[config.mk]
export PLATFORM = sky130hd
export DESIGN_NAME = nn_port_arbiter
export DESIGN_NICKNAME = d
export VERILOG_FILES = /design/src/rtl/nn_port_arbiter.sv
export SDC_FILE = /design/constraint.sdc
export NUM_CORES = 1
export LEC_CHECK = 0
export ABC_CLOCK_PERIOD_IN_PS = 4900
export BUFFER_PORTS_ARGS = -buffer_cell sky130_fd_sc_hd__buf_2
export CAP_MARGIN = 0
export CORE_ASPECT_RATIO = 1.1
export CORE_MARGIN = 2
export CORE_UTILIZATION = 30
export DETAILED_ROUTE_END_ITERATION = 8
export GPL_ROUTABILITY_DRIVEN = 0
export GPL_TIMING_DRIVEN = 0
export SKIP_CTS_REPAIR_TIMING = 1
export SYNTH_ARGS = -nofsm -noshare
export SYNTH_HDL_FRONTEND = slang
export SYNTH_SLANG_ARGS = --single-unit
[constraint.sdc]
create_clock -name clk -period 4.9 [get_ports clk]
set_input_delay 0.735 -clock clk [delete_from_list [all_inputs] [get_ports clk]]
set_output_delay 0.735 -clock clk [all_outputs]
set_load 0.02 [all_outputs]
[src/rtl/nn_port_arbiter.sv]
// Two-requester round-robin arbiter for the NeuralNetwork memory-mapped port.
// One transaction in flight; command writes (addr[15:14]==2'b11) wait out the busy handshake.
module nn_port_arbiter #(
  parameter int ADDR_W       = 16,
  parameter int DATA_W       = 16,
  parameter int RD_W         = 16,
  parameter int RD_LAT       = 1,
  parameter int BUSY_TIMEOUT = 16
) (
  input  logic                   clk,
  input  logic                   reset,
  input  logic [1:0]             req_valid,
  output logic [1:0]             req_ready,
  input  logic [1:0]             req_we,
  input  logic [1:0][ADDR_W-1:0] req_addr,
  input  logic [1:0][DATA_W-1:0] req_wdata,
  output logic [1:0]             rsp_valid,
  output logic [RD_W-1:0]        rsp_data,
  output logic                   cmd_timeout,
  output logic                   nn_write_enable,
  output logic [ADDR_W-1:0]      nn_write_addr,
  output logic [DATA_W-1:0]      nn_write_data,
  output logic [ADDR_W-1:0]      nn_read_addr,
  input  logic [RD_W-1:0]        nn_read_data,
  input  logic                   nn_busy
);

  typedef enum logic [2:0] {IDLE, WRITE, READ, CMD_HI, CMD_LO} state_t;

  localparam int CW = $clog2(BUSY_TIMEOUT + RD_LAT + 2);
  localparam logic [CW-1:0] CNT_RD_LAST = CW'(RD_LAT);
  localparam logic [CW-1:0] CNT_TO_LAST = CW'(BUSY_TIMEOUT - 1);

  state_t        state, state_nxt;
  logic [CW-1:0] cnt;
  logic          ptr, owner;
  logic          gnt_any, gnt_id;
  logic [1:0]    elig;

  // Grant: pointer first, then the other requester; writes need the network idle.
  always_comb begin
    elig      = req_valid & (~req_we | {2{~nn_busy}});
    gnt_any   = 1'b0;
    gnt_id    = ptr;
    req_ready = '0;
    if (state == IDLE) begin
      if (elig[ptr]) begin
        gnt_any = 1'b1;
        gnt_id  = ptr;
      end else if (elig[~ptr]) begin
        gnt_any = 1'b1;
        gnt_id  = ~ptr;
      end
    end
    if (gnt_any) req_ready[gnt_id] = 1'b1;
  end

  // READ spans RD_LAT+1 cycles: address held for RD_LAT, the final one registers the response.
  always_comb begin
    state_nxt   = state;
    cmd_timeout = 1'b0;
    case (state)
      IDLE:   if (gnt_any) state_nxt = req_we[gnt_id] ? WRITE : READ;
      WRITE:  state_nxt = (nn_write_addr[ADDR_W-1 -: 2] == 2'b11) ? CMD_HI : IDLE;
      READ:   if (cnt == CNT_RD_LAST) state_nxt = IDLE;
      CMD_HI: begin
        if (nn_busy) begin
          state_nxt = CMD_LO;
        end else if (cnt == CNT_TO_LAST) begin
          cmd_timeout = 1'b1;
          state_nxt   = IDLE;
        end
      end
      CMD_LO: if (!nn_busy) state_nxt = IDLE;
      default: state_nxt = IDLE;
    endcase
  end

  always_ff @(posedge clk or posedge reset) begin
    if (reset) begin
      state           <= IDLE;
      cnt             <= '0;
      ptr             <= 1'b0;
      owner           <= 1'b0;
      rsp_valid       <= '0;
      rsp_data        <= '0;
      nn_write_enable <= 1'b0;
      nn_write_addr   <= '0;
      nn_write_data   <= '0;
      nn_read_addr    <= '0;
    end else begin
      state           <= state_nxt;
      nn_write_enable <= 1'b0;
      rsp_valid       <= '0;
      if (state_nxt != state) cnt <= '0;
      else if (state == READ || state == CMD_HI) cnt <= cnt + 1'b1;
      if (gnt_any) begin
        ptr   <= ~gnt_id;
        owner <= gnt_id;
        if (req_we[gnt_id]) begin
          nn_write_enable <= 1'b1;
          nn_write_addr   <= req_addr[gnt_id];
          nn_write_data   <= req_wdata[gnt_id];
        end else begin
          nn_read_addr <= req_addr[gnt_id];
        end
      end
      if (state == READ && cnt == CNT_RD_LAST) begin
        rsp_valid[owner] <= 1'b1;
        rsp_data         <= nn_read_data;
      end
    end
  end

endmodule

==> impl_metrics.py <==
metrics = {
    "sta": {
        "grt_setup_unrepaired": "false",
        "clock_skew_ns": 0.00554,
        "relSlewSlack": 0.565,
        "tns_ns": 0,
        "setup_slack_ns": 2.25,
        "final.min_clock_period_ns": 2.65,
        "fmax_mhz": 377,
        "fin_crit_sh": 0.542,
        "tightest_slew_ns": 0.648,
        "finalSetupViolCount": 0,
        "hold_viol_final": 0,
        "drv_slew": 0,
    },
    "global_routing": {
        "grt_use_met2": 0.265,
        "antenna_found_initial": 0,
        "met3_usage": 0.0389,
        "grt_pass1_vias": 3728,
        "grt_max_degree": 57,
        "use_met1": 0.220,
        "grt_first_pass_wirelength_um": 18700,
        "grt-busiest-layer": "met2",
        "grt.total_usage": 0.167,
        "gr-total-overflow": 0,
    },
    "logic_synthesis": {
        "syn_inst": 361,
        "yosysWarnings": 0,
        "mappedNetlistArea_mm2": 0.00396,
        "synth_mux_area_frac": 0.0859,
        "syn_area_per_cell_um2": 11.0,
        "synthArstFlopShare": 1.00,
        "synth_adder_area_share": 0.00947,
        "ys_ff_latch": 77,
        "ys.flop_type": "dfrtp_1",
        "synth-edff-count": 0,
        "synth_cell_types": 52,
        "synth_xor_area_frac": 0.00663,
        "synth.yosys.seq_area_share": 0.486,
        "synth-simple-area-share": 0.0720,
        "syn_nets": 451,
        "synth_top_family_by_area": "compound AO/OA/AOI/OAI gates",
        "synth-compound-area-share": 0.294,
    },
    "detailed_routing": {
        "drtIter0Drc": 292,
        "vias": 3744,
        "ant_nets": 0,
        "drc": 0,
        "drtPass1Iterations": 5,
        "wirelength_um": 11800,
        "drt-vias-per-instance": 5.39,
        "wl_per_cell_um": 17.0,
    },
    "clock_tree": {
        "clock_latency_ns": 0.34,
        "cts_buffers": 9,
        "cts_tree": "yes",
        "ctsRootBufferMaster": "clkbuf_16",
        "clockBufferDepth": 2,
        "clk_pin_slew_ns": 0.06,
        "clock-sinks": 77,
        "ctsHtreeMaxLevel": 3,
    },
    "placed_design": {
        "dpl_cell_area_mm2": 0.00498,
        "portBuffers": 156,
        "pre_cts_ws_ns": 2.32,
        "dpl.hpwl_um": 8660,
    },
    "floorplanning": {
        "rows": 44,
        "dieArea_mm2": 0.0141,
        "ios": 157,
        "die_h_um": 125,
        "fp.dieW_um": 114,
        "start_util": 0.304,
        "coreArea_mm2": 0.0130,
    },
    "job": {
        "cap_violations": 0,
    },
    "worst_setup_path": {
        "arrival_ns": 1.92,
        "worstPathMaxFanout": 10,
        "reg2reg_from": "cnt[0]$_DFFE_PP0P_",
        "cp.required_ns": 4.16,
        "cp-start-kind": "flip-flop",
        "cp-end-kind": "output pin",
        "critPathLaunch": "ptr$_DFFE_PP0N_",
        "path_class": "reg2out",
    },
    "power": {
        "p_leak_uw": 0.00244,
        "vdd_ir_drop_max_mv": 0.244,
        "p_per_area_mw_per_mm2": 661,
    },
    "cells_and_area": {
        "area_delta_synth_final_pct": 33.3,
        "diodes": 0,
        "finalNetCount": 619,
        "drive_gt1_frac": 0.436,
        "fillers": 1282,
        "fin_area_mm2": 0.00529,
    },
    "run_status": {
        "status": "complete, no violations",
    },
    "hold_path": {
        "min_path_type": "in2async",
    },
}
[area by class of cell]
class | instances | area, µm² | share of cell area
Sequential cell | 77 | 1930 | 0.365
Multi-Input combinational cell | 253 | 1850 | 0.351
Timing Repair Buffer | 157 | 808 | 0.153
Clock buffer | 12 | 236 | 0.0447
Tap cell | 161 | 201 | 0.0381
Buffer | 25 | 161 | 0.0305
Clock inverter | 4 | 72.6 | 0.0137
Inverter | 6 | 25.0 | 0.00473
[registers in the layout (all words and copies together) (netlist names), 2 cells and up]
register	flops
nn_write_addr	16
cnt	5
nn_write_data	16
state	3
nn_read_addr	16
rsp_valid	2
rsp_data	16
[worst paths after layout]
kind | end | slack [ns] | depth (start not counted)
max | req_ready[0] | 2.25 | 5
max in group asynchronous | nn_write_data[12]$_DFFE_PP0P_ | 3.98 | 3
min | rsp_data[6]$_DFFE_PP0P_ | 0.35 | 2
min reg2reg | rsp_data[1]$_DFFE_PP0P_ | 0.50 | 1
max reg2reg | cnt[1]$_DFFE_PP0P_ | 2.68 | 7
min in group clk | rsp_data[1]$_DFFE_PP0P_ | 0.50 | 1
[cells in the final DEF (no fill, tap or decap), types with 2 or more instances in the layout]
master and instances:
a211oi_1 4, a21bo_2 2, a21boi_2 2, a21oi_1 53, a221oi_1 15, and2_1 2, buf_2 165, buf_4 5
buf_6 5, bufinv_16 2, clkbuf_1 9, clkbuf_16 9, dfrtp_1 77, ha_1 3, inv_1 4, mux2_2 16
mux2i_1 16, nand2_1 7, nand2b_1 2, nand3_1 5, nand4_1 2, nor2_1 8, nor2b_1 4, nor3b_1 2
o21ai_0 35, o21ai_4 2, o22ai_1 16, o31ai_1 23, o31ai_2 9, xor2_1 2
[worst max-delay path, cell delays in order, from the launching register on]
cell      delay [ns]
dfrtp_1         0.36
buf_4           0.16
buf_2           0.23
buf_2           0.27
a211oi_1        0.33
buf_2           0.24
[cells by family after synthesis]
| family | count (synthesis) |
|---|---|
| compound gates | 169 |
| mux | 32 |
| xor+xnor | 3 |
| simple gates | 46 |
| buf+inv | 31 |
| fa+ha+maj | 3 |
| flops | 77 |
[cells in the mapped netlist, types with 5 or more instances]
master	instances	share of area
a21oi_1	53	0.067
buf_4	5	0.0095
nand2_1	7	0.0066
o22ai_1	16	0.025
buf_2	9	0.011
a221oi_1	15	0.033
mux2_2	16	0.045
nor2_1	8	0.0076
o31ai_1	23	0.044
mux2i_1	16	0.040
inv_1	5	0.0047
o31ai_2	9	0.028
o21ai_0	35	0.044
dfrtp_1	77	0.49
clkbuf_1	6	0.0057
nand3_1	5	0.0063
buf_6	5	0.014
[per-layer routing]
layer,vias up,wire [µm]
met4,0,177
met3,15,869
met1,1822,5190
met5,-,0
met2,175,5590
li1,1732,-
[through the flow]
stage / utilization / power (µW) / hold WS [ns] / cells
2_1_floorplan: - / 2240 / 0.426 / 361
3_3_place_gp: 0.379 / 2750 / 0.484 / 678
3_5_place_dp: 0.381 / 2800 / 0.491 / 679
4_1_cts: 0.405 / 3520 / 0.354 / 695
5_1_grt: 0.405 / 3720 / 0.372 / 695
6_report: 0.405 / 3490 / 0.353 / 695
[power breakdown]
part / total, µW / switching (µW) / internal, µW
combinational: 1680 / 1050 / 634
clock: 714 / 268 / 446
sequential: 1100 / 164 / 933
(Power assumes the default switching activity.)
